==> src/rtl/bc_digit_entry.sv <==
// Keyed-digit entry: assembles hex/octal keystrokes plus an optional sign into
// an N-bit word (unsigned or two's complement), committing it on enter.
module bc_digit_entry #(
   parameter int N = 10
) (
   input  logic         i_clk,
   input  logic         i_rst,
   input  logic [1:0]   i_op,
   input  logic [3:0]   i_digit_in,
   input  logic         i_digit_valid,
   input  logic         i_neg_toggle,
   input  logic         i_enter,
   input  logic         i_clear,
   output logic [N-1:0] o_B_out,
   output logic         o_B_valid,
   output logic [N-1:0] o_mag_live,
   output logic         o_neg_live,
   output logic         o_entry_active,
   output logic         o_digit_reject,
   output logic         o_err
);

   typedef enum logic [1:0] {S_IDLE, S_ENTRY, S_ERROR} state_t;

   localparam logic [N-1:0] L_POS_MAX = {1'b0, {(N-1){1'b1}}};
   localparam logic [N-1:0] L_NEG_MAX = {1'b1, {(N-1){1'b0}}};
   localparam logic [N-1:0] L_ONE     = {{(N-1){1'b0}}, 1'b1};

   state_t       r_state, w_state_nxt;
   logic [1:0]   r_op, w_op_nxt;
   logic [N-1:0] r_acc, w_acc_nxt;
   logic         r_neg, w_neg_nxt;
   logic [N-1:0] r_bout, w_bout_nxt;
   logic         r_bvalid, w_bvalid_nxt;
   logic         r_reject, w_reject_nxt;

   logic         w_base16;
   logic         w_legal;
   logic [N+3:0] w_prod;
   logic [N+3:0] w_sum;
   logic         w_ovf;
   logic         w_in_range;
   logic [N-1:0] w_commit;

   // In IDLE the op on the port decides the base, since it is latched this cycle.
   assign w_base16   = (r_state == S_IDLE) ? ~i_op[0] : ~r_op[0];
   assign w_legal    = w_base16 | ~i_digit_in[3];
   assign w_prod     = w_base16 ? {r_acc, 4'b0000} : {1'b0, r_acc, 3'b000};
   assign w_sum      = w_prod + {{N{1'b0}}, i_digit_in};
   assign w_ovf      = |w_sum[N+3:N];
   assign w_in_range = ~r_op[1] | (r_neg ? (r_acc <= L_NEG_MAX) : (r_acc <= L_POS_MAX));
   assign w_commit   = r_neg ? (~r_acc + L_ONE) : r_acc;

   always_ff @(posedge i_clk) begin
      if (i_rst) begin
         r_state  <= S_IDLE;
         r_op     <= 2'b00;
         r_acc    <= '0;
         r_neg    <= 1'b0;
         r_bout   <= '0;
         r_bvalid <= 1'b0;
         r_reject <= 1'b0;
      end else begin
         r_state  <= w_state_nxt;
         r_op     <= w_op_nxt;
         r_acc    <= w_acc_nxt;
         r_neg    <= w_neg_nxt;
         r_bout   <= w_bout_nxt;
         r_bvalid <= w_bvalid_nxt;
         r_reject <= w_reject_nxt;
      end
   end

   // Only the highest-priority pulse is acted on: clear > enter > digit > neg.
   always_comb begin
      w_state_nxt  = r_state;
      w_op_nxt     = r_op;
      w_acc_nxt    = r_acc;
      w_neg_nxt    = r_neg;
      w_bout_nxt   = r_bout;
      w_bvalid_nxt = 1'b0;
      w_reject_nxt = 1'b0;
      if (i_clear) begin
         w_state_nxt = S_IDLE;
         w_acc_nxt   = '0;
         w_neg_nxt   = 1'b0;
      end else if (i_enter) begin
         if (r_state == S_ENTRY) begin
            if (w_in_range) begin
               w_bout_nxt   = w_commit;
               w_bvalid_nxt = 1'b1;
               w_acc_nxt    = '0;
               w_neg_nxt    = 1'b0;
               w_state_nxt  = S_IDLE;
            end else begin
               w_state_nxt = S_ERROR;
            end
         end
      end else if (i_digit_valid) begin
         case (r_state)
            S_IDLE: begin
               if (w_legal) begin
                  w_acc_nxt   = {{(N-4){1'b0}}, i_digit_in};
                  w_op_nxt    = i_op;
                  w_state_nxt = S_ENTRY;
               end else begin
                  w_reject_nxt = 1'b1;
               end
            end
            S_ENTRY: begin
               if (!w_legal)    w_reject_nxt = 1'b1;
               else if (w_ovf)  w_state_nxt  = S_ERROR;
               else             w_acc_nxt    = w_sum[N-1:0];
            end
            default: ;
         endcase
      end else if (i_neg_toggle) begin
         if (r_state == S_IDLE && i_op[1]) begin
            w_neg_nxt   = ~r_neg;
            w_op_nxt    = i_op;
            w_state_nxt = S_ENTRY;
         end else if (r_state == S_ENTRY && r_op[1]) begin
            w_neg_nxt = ~r_neg;
         end
      end
   end

   assign o_B_out        = r_bout;
   assign o_B_valid      = r_bvalid;
   assign o_mag_live     = r_acc;
   assign o_neg_live     = r_neg;
   assign o_entry_active = (r_state == S_ENTRY);
   assign o_digit_reject = r_reject;
   assign o_err          = (r_state == S_ERROR);

endmodule

==> config.mk <==
export PLATFORM = sky130hd
export DESIGN_NAME = bc_digit_entry
export DESIGN_NICKNAME = d
export VERILOG_FILES = /design/src/rtl/bc_digit_entry.sv
export SDC_FILE = /design/constraint.sdc
export NUM_CORES = 1
export LEC_CHECK = 0
export ABC_AREA = 1
export CAP_MARGIN = 20
export CORE_ASPECT_RATIO = 0.9
export CORE_MARGIN = 3
export CORE_UTILIZATION = 40
export CTS_BUF_LIST = sky130_fd_sc_hd__clkbuf_8
export DETAILED_ROUTE_END_ITERATION = 10
export HOLD_SLACK_MARGIN = 0.06
export PLACE_DENSITY = 0.75
export SYNTH_ARGS = -nofsm -noshare
export SYNTH_HDL_FRONTEND = slang
export SYNTH_SLANG_ARGS = --single-unit
==> constraint.sdc <==
create_clock -name i_clk -period 4.6 [get_ports i_clk]
set_input_delay 0.46 -clock i_clk [delete_from_list [all_inputs] [get_ports i_clk]]
set_output_delay 0.46 -clock i_clk [all_outputs]
set_load 0.01 [all_outputs]
-- After elaboration in Yosys (flattened, before gate mapping)
Index checks and enable logic that the tools add are counted.
- $add $sub $neg: 2
- $lt $le $gt $ge: 2
- eq/ne operators: 14
- multiplexer cells: 36
- bitwise operators: 13
- reductions and logical operators: 21
- operators with widths (operator ; number):
    two-way mux 10 bit ; 8
    two-way mux 2 bit ; 14
    one-hot mux 10 bit (2 select lines) ; 1
    adder 14 x 4 -> 14 bit ; 1
    two-way mux 14 bit ; 1
    AND reduction 7 bit ; 2
    two-way mux 1 bit ; 11
    adder 10 x 1 -> 10 bit, second input constant ; 1
    less-or-equal comparator 10 bit, second input constant ; 1
    less-or-equal comparator 10 x 9 -> 1 bit, second input constant ; 1
    inequality test 2 x 1 -> 1 bit, second input constant ; 5
    inverter 1 bit ; 10
    inverter 10 bit ; 1
    nonzero test 2 bit ; 5
    nonzero test 3 bit ; 3
    inequality test 4 x 3 -> 1 bit, second input constant ; 2
    OR reduction 4 bit ; 2
    inequality test 3 bit, second input constant ; 2
    AND reduction 6 bit ; 1
    AND reduction 5 bit ; 1
    OR reduction 5 bit ; 1
    inequality test 4 bit, second input constant ; 1
    one-hot mux 2 bit (2 select lines) ; 1
    AND reduction 4 bit ; 1
    8 further kinds ; 11
- register bits: 27
- input bits: 12
- output and inout bits: 25
- logic and storage cells: 95

-- Depth between registers and ports, before layout
Gate-level depths: netlist of the first run.
- word-level depth: 10
- mapped depth: 19
- depth with buffers taken out: 19

-- Worst setup path before layout of the first run
OpenSTA, ideal clock, no wires.
- kind: in2reg
- start point: input port i_op[0]
- end point: register r_acc[5], in the netlist o_mag_live[5]
- setup time: 0.115 ns
- arrival time: 2.043 ns
- data required time: 4.485 ns
- setup slack: 2.442 ns
- cell stages on the path: 18
- buffers on the path: 1
- cell sequence: inv_1 nand2_2 nand2_4 nor2_1 ha_1 ha_1 nand3_1 nor2_2 nand3_1 nand2_1 nand2_1 nor2_1 nand2_2 nand2_2 buf_6 nand3_1 nand2_1 nor2_1
- word-level cells in the longest chain between the ends: 9
- elaborated cells on any way between the ends: 15
- those cells by class: add/sub: 1; eq/ne: 3; mux: 7; bitwise: 2; reduce/logical: 2
- RTL lines (what ; RTL line ; RTL):
    start: declaration ; 8 ; input logic [1:0] i_op,
    inverter 1 bit * ; 46 ; assign w_base16 = (r_state == S_IDLE) ? ~i_op[0] : ~r_op[0];
    two-way mux 1 bit * ; 46 ;
    two-way mux 14 bit ; 48 ; assign w_prod = w_base16 ? {r_acc, 4'b0000} : {1'b0, r_acc, 3'b000};
    adder 14 x 4 -> 14 bit ; 49 ; assign w_sum = w_prod + {{N{1'b0}}, i_digit_in};
    two-way mux 10 bit ; 112 ; else if (w_ovf) w_state_nxt = S_ERROR;
    two-way mux 10 bit ; 111 ; if (!w_legal) w_reject_nxt = 1'b1;
    one-hot mux 10 bit (2 select lines) ; 100 ; case (r_state)
    two-way mux 10 bit ; 99 ; end else if (i_digit_valid) begin
    two-way mux 10 bit ; 87 ; end else if (i_enter) begin
    end signal: assignment ; 66 ; r_acc <= w_acc_nxt;
    end: declaration ; 31 ; logic [N-1:0] r_acc, w_acc_nxt;
Mark *: on every way between the ends. The rest lies on a longest branch, timed or not. The select of a mux whose other input is x is not followed.
A chain may end at the register's enable or synchronous reset.

-- Final worst setup path of the first run
- start point: input port i_op[0]
- end point: register r_acc[6], in the netlist o_mag_live[6]
The elaborated chain is that of the path after synthesis.

==> results of run 1 <==
==> cell usage after synthesis <==
| cell | n |
|---|---|
| nor3_2 | 1 |
| o21ai_0 | 23 |
| inv_2 | 1 |
| nand3_1 | 22 |
| nor2_4 | 1 |
| o211a_1 | 1 |
| nand2_2 | 8 |
| nor3_1 | 6 |
| o21bai_1 | 1 |
| inv_1 | 35 |
| dfxtp_1 | 27 |
| clkinv_1 | 1 |
| buf_2 | 4 |
| ha_1 | 3 |
| a221oi_1 | 1 |
| or2_2 | 1 |
| clkbuf_1 | 3 |
| nand4_1 | 1 |
| buf_4 | 1 |
| nand2_4 | 5 |
| nand3_2 | 1 |
| nand2_1 | 59 |
| xor2_1 | 8 |
| nor4_1 | 2 |
| a31oi_1 | 3 |
| nor2_1 | 44 |
| a21oi_1 | 22 |
| o21a_1 | 1 |
| buf_6 | 1 |
| nor2_2 | 3 |
==> logic make-up (layout without fill, tap and decap cells) <==
kind of cell / after synthesis / count (layout) / synth area share
AOI/OAI and AO/OA: 52 / 52 / 0.152
xor gates and xnor gates: 8 / 8 / 0.0384
adders and majority gates: 3 / 3 / 0.0206
buffers and inverters: 46 / 77 / 0.104
DFF: 27 / 27 / 0.297
and+or+nand+nor: 154 / 154 / 0.388
==> state kept, by name (all words and copies together), names as in the netlist <==
name and count:
o_B_out 10, o_mag_live 10, r_op 2, r_state 2, o_B_valid 1, o_digit_reject 1
o_neg_live 1
==> cell type report <==
cell class,instances,area share
Sequential cell,27,0.240
Tap cell,60,0.0333
Inverter,37,0.0616
Clock inverter,1,0.00167
Timing Repair Buffer,36,0.160
Multi-Input combinational cell,217,0.485
Clock buffer,3,0.0183
==> metrics by stage <==
step | total power [uW] | hold slack, ns | setup slack (ns) | std cells
6_report | 563 | 0.533 | 1.76 | 381
5_1_grt | 600 | 0.584 | 1.37 | 381
4_1_cts | 568 | 0.541 | 1.77 | 381
3_5_place_dp | 433 | 0.526 | 1.49 | 377
3_3_place_gp | 433 | 0.516 | 1.59 | 377
2_1_floorplan | 379 | 0.501 | 2.44 | 290
==> power groups by stage <==
stage               registers (uW)  logic, uW  clock network, uW
detailed placement             261        172                  0
CTS                            256        173                139
global placement               261        171                  0
finish                         256        173                134
global route                   257        196                147
floorplan                      261        118                  0
==> critical path: cells and delay by family <==
family | cells | cell delay, ns
and+or+nand+nor | 15 | 1.60
buffers and inverters | 2 | 0.56
adders and majority gates | 2 | 0.44
==> worst paths after layout <==
path | start | to
hold reg to reg | r_state[0] | r_state[0]
setup / recovery | i_op[0] | o_mag_live[6]
setup reg to reg | o_mag_live[1] | o_mag_live[6]
hold / removal | r_state[0] | r_state[0]
==> layer usage <==
metal / wire [um] / vias up / part of all wire / global-route usage
met5: 0 / - / 0 / 0
met2: 2100 / 53 / 0.43 / 0.286
li1: - / 994 / - / -
met4: 40 / 0 / 0.0082 / 0.0336
met1: 2360 / 861 / 0.49 / 0.270
met3: 346 / 4 / 0.071 / 0.0412
==> results.sh, run 1 <==
export IMPL_status="finished, final reports clean"
export IMPL_io_buffers=36
export IMPL_finalWorstPathRequiredPeriod_ns=2.84
export IMPL_pwr_share_seq=0.454
export IMPL_ys_seq_elements=27
export IMPL_fin_worst_skew_ns=0.00517
export IMPL_setup_viol=0
export IMPL_power_leakage_uw=0.000988
export IMPL_vdd_drop_max_mv=0.170
export IMPL_timing_fmax_mhz=352
export IMPL_avgSynthCellArea_um2=6.29
export IMPL_synth_largest_area_cell="dfxtp_1"
export IMPL_rsz0062_at_grt="false"
export IMPL_core_area_um2=4240
export IMPL_p_int_uw=370
export IMPL_switchingPower_uw=193
export IMPL_area_growth_pct=23.6
export IMPL_required_ns=4.81
export IMPL_grt_pass1_vias=1729
export IMPL_gp_congestion=1.02
export IMPL_cts_tree="done"
export IMPL_seq_area_um2=541
export IMPL_start_util=0.430
export IMPL_wirelength_um=4850
export IMPL_n_fill_cell=459
export IMPL_clkSinkCount=27
export IMPL_synth_fp_nets=305
export IMPL_slew_violations=0
export IMPL_dp_hpwl_um=3790
export IMPL_slowest_stage="clkdlybuf4s50_1"
export IMPL_cts_setup_buffers=0
export IMPL_maxCapViolCount=0
export IMPL_worst_pin_slew_ns=0.940
export IMPL_avgViaCountPerCell=5.02
export IMPL_fin_area_um2=2250
export IMPL_combPwrFrac=0.308
export IMPL_crit_path_max_fanout=11
export IMPL_synth_area_leaders="dfxtp_1 30%, nand2_1 12%, nor2_1 9.1%, inv_1 7.2%, o21ai_0 6.3%"
export IMPL_yosys_warnings=0
export IMPL_grt_pass1_wl_um=8390
export IMPL_synthesis_area_um2=1820
export IMPL_synth_top_area_share=0.296
export IMPL_critPathArrivalTime_ns=3.05
export IMPL_final_cell_mix="59 x nand2_1, 44 x nor2_1, 36 x inv_1, 36 x clkdlybuf4s50_1, 27 x dfxtp_1"
export IMPL_nets=337
export IMPL_r2r_slack_ns=1.78
export IMPL_dieWidth_um=77.2
export IMPL_path_clk_slew_ns=0.09
export IMPL_final_util=0.532
export IMPL_grt_max_degree=21
export IMPL_synth_seq_area_share=0.296
export IMPL_root_buffer="clkbuf_8"
export IMPL_grt_usage=0.187
export IMPL_firstDrtPassIters=4
export IMPL_dpl_cell_area_um2=2210
export IMPL_cts_resized=0
export IMPL_dieArea_um2=5400
export IMPL_criticalPathCategory="in2reg"
export IMPL_final_hold_viol_count=0
export IMPL_drive_gt1_frac=0.0748
export IMPL_rr_worst_depth=14
export IMPL_num_rows=22
export IMPL_power_density_nw_per_um2=250
export IMPL_drcViolationCount=0
export IMPL_insertion_delay_ns=0.27
export IMPL_die_h_um=70.0
export IMPL_cp_start_kind="primary input"
export IMPL_via_count=1912
export IMPL_multiInputGateArea_um2=1090
export IMPL_min_path_type="reg2reg"
export IMPL_cts_hold_buf=0
export IMPL_clock_power_share=0.237
export IMPL_drt_iter0_drc=139
export IMPL_layout_commonest_cell="nand2_1"
export IMPL_antenna_left=0
export IMPL_swShare=0.343
export IMPL_slew_headroom=0.371
export IMPL_clock_path_buffers=2
export IMPL_num_io_pins=37
export IMPL_whs_path_depth=2
export IMPL_grt_overflow_total=0
export IMPL_end_kind="flip-flop"
export IMPL_worstPathCellList="clkdlybuf4s50_1 -> inv_1 -> nand2_2 -> nand2_4 -> nor2_1 -> ha_1 -> ha_1 -> nand3_1 -> nor2_2 -> nand3_1 -> nand2_1 -> nand2_1 -> nor2_1 -> nand2_2 -> nand2_2 -> nand2_2 -> nand2_1 -> nand2_1 -> nor2_1"
export IMPL_cts_max_level=1
export IMPL_synthDistinctLibCells=30
export IMPL_setup_tns_ns=0
export IMPL_diodes=0
export IMPL_period_share=0.618
export IMPL_cpPeakStageDelay_ns=0.50
export IMPL_syn_inst=290
export IMPL_wl_per_cell_um=12.7
export IMPL_numCtsBuffers=3
export IMPL_grt_antenna_before_repair=0
Power figures use the tool's default switching activity.
==> inputs of run 2 (changes only) <==
==> constraint.sdc (replaced) <==
create_clock -name i_clk -period 2.7 [get_ports i_clk]
set_input_delay 0.27 -clock i_clk [delete_from_list [all_inputs] [get_ports i_clk]]
set_output_delay 0.27 -clock i_clk [all_outputs]
set_load 0.01 [all_outputs]
==> results.sh, run 2 (same netlist as run 1, synthesis figures left out) <==
export IMPL_grt_pass1_vias=1796
export IMPL_seq_area_um2=541
export IMPL_wl_met2_um=1980
export IMPL_power_density_nw_per_um2=424
export IMPL_drcViolationCount=0
export IMPL_end_kind="flip-flop"
export IMPL_slew_violations=0
export IMPL_maxCapViolCount=0
export IMPL_drive_gt1_frac=0.0976
export IMPL_clkSinkCount=27
export IMPL_required_ns=2.88
export IMPL_criticalPathCategory="in2reg"
export IMPL_dr_max_layer_used="met4"
export IMPL_area_growth_pct=26.6
export IMPL_insertion_delay_ns=0.28
export IMPL_p_total_uw=978
export IMPL_cp_start_kind="primary input"
export IMPL_start_util=0.430
export IMPL_rsz0062_at_grt="false"
export IMPL_critPathArrivalTime_ns=2.57
export IMPL_wl_per_cell_um=12.1
export IMPL_wl_met3_um=318
export IMPL_path_clk_slew_ns=0.10
export IMPL_n_fill_cell=443
export IMPL_root_buffer="clkbuf_8"
export IMPL_grt_antenna_before_repair=0
export IMPL_io_buffers=36
export IMPL_diodes=0
export IMPL_dieWidth_um=77.2
export IMPL_avgViaCountPerCell=4.98
export IMPL_finalWorstPathRequiredPeriod_ns=2.39
export IMPL_clock_path_buffers=2
export IMPL_core_area_um2=4240
export IMPL_grt_pass1_wl_um=8110
export IMPL_numCtsBuffers=3
export IMPL_critPathBufInv=2
export IMPL_crit_path_max_fanout=10
export IMPL_dieArea_um2=5400
export IMPL_num_rows=22
export IMPL_min_path_type="reg2reg"
export IMPL_drt_iter0_drc=186
export IMPL_vdd_drop_max_mv=0.244
export IMPL_whs_path_depth=2
export IMPL_setup_viol=0
export IMPL_fin_worst_skew_ns=0.00373
export IMPL_cts_setup_buffers=0
export IMPL_setup_tns_ns=0
export IMPL_worstPathCellList="clkdlybuf4s50_1 -> inv_1 -> nand2_2 -> nand2_4 -> nor2_1 -> ha_1 -> ha_1 -> nand3_1 -> nor2_2 -> nand3_1 -> nand2_1 -> nand2_1 -> nor2_1 -> nand2_2 -> nand2_2 -> nand2_2 -> nor2_1 -> nor2_1"
export IMPL_power_leakage_uw=0.00102
export IMPL_cts_tree="done"
export IMPL_die_h_um=70.0
export IMPL_multiInputGateArea_um2=1100
export IMPL_grt_usage=0.179
export IMPL_fin_hold_ws_ns=0.544
export IMPL_r2r_slack_ns=0.35
export IMPL_status="finished, final reports clean"
export IMPL_firstDrtPassIters=4
export IMPL_wirelength_um=4680
export IMPL_final_cell_mix="59 x nand2_1, 43 x nor2_1, 36 x inv_1, 36 x clkdlybuf4s50_1, 27 x dfxtp_1"
export IMPL_path_delay_family="simple AND/OR/NAND/NOR gates"
export IMPL_path_depth=18
export IMPL_num_io_pins=37
export IMPL_rr_worst_depth=18
export IMPL_slowest_stage="clkdlybuf4s50_1"
export IMPL_wl_met1_um=2320
export IMPL_grt_overflow_total=0
export IMPL_antenna_left=0
export IMPL_slew_headroom=0.572
export IMPL_nets=344
export IMPL_cts_max_level=1
export IMPL_cpPeakStageDelay_ns=0.51
export IMPL_whs_endpoint="r_state[0]"
export IMPL_via_count=1933
export IMPL_grt_max_degree=21
export IMPL_gp_congestion=0.940
export IMPL_hold_start="r_state[0]"
export IMPL_final_hold_viol_count=0
export IMPL_startpoint="i_op[0]"
export IMPL_worst_pin_slew_ns=0.635
export IMPL_r2r_end="o_mag_live[9]"
export IMPL_period_share=0.884
export IMPL_r2r_start="r_state[1]"
export IMPL_timing_fmax_mhz=419
export IMPL_dp_hpwl_um=3570
export IMPL_layout_commonest_cell="nand2_1"
==> run 2: cell type report <==
class	count	area share
clock inverters	1	0.00163
repair buffers	43	0.179
inverters	37	0.0602
well taps	60	0.0325
multi-input cells	217	0.475
clock buffers	3	0.0179
flip-flops and latches	27	0.234
==> run 2: per-layer routing <==
| metal | vias up | track usage |
|---|---|---|
| met5 | - | 0 |
| met4 | 0 | 0.0435 |
| met3 | 6 | 0.0438 |
| met2 | 71 | 0.274 |
| met1 | 857 | 0.252 |
| li1 | 999 | - |
==> run 2: power by group <==
group / leakage (uW) / switching (uW) / internal (uW)
sequential: 0.000219 / 17.6 / 415
clock: 0.0000269 / 134 / 102
combinational: 0.000777 / 186 / 122
total: 0.00102 / 338 / 640
==> run 2: worst max-delay path by stage <==
stage	to	slack, ns
final	o_mag_live[9]	0.31
after floorplan	o_mag_live[5]	0.56
after detailed placement	o_mag_live[9]	0.02
after global routing	o_B_out[3]	0.03
after global placement	o_mag_live[1]	0.16
after CTS	o_mag_live[9]	0.31
==> run 2: metrics by stage <==
| stage | instance area (um2) | utilization | instances | worst slack, ns |
|---|---|---|---|---|
| 6_report | 2310 | 0.545 | 388 | 0.312 |
| 5_1_grt | 2310 | 0.545 | 388 | 0.0318 |
| 4_1_cts | 2310 | 0.544 | 388 | 0.307 |
| 3_5_place_dp | 2260 | 0.533 | 384 | 0.0177 |
| 3_3_place_gp | 2260 | 0.533 | 384 | 0.159 |
| 2_1_floorplan | 1820 | - | 290 | 0.564 |
==> run 2: worst reg2reg max path, delay by kind of cell (launching register included) <==
| family | cells | cell delay [ns] |
|---|---|---|
| buf+inv | 1 | 0.11 |
| simple gates | 15 | 1.42 |
| flops | 1 | 0.37 |
| fa+ha+maj | 2 | 0.37 |
==> run 2: repair_timing <==
item / 4_1_cts / 5_1_grt
hold buffers: 0 / 0
resized for setup: 0 / 1
setup endpoints to repair: 0 / 3
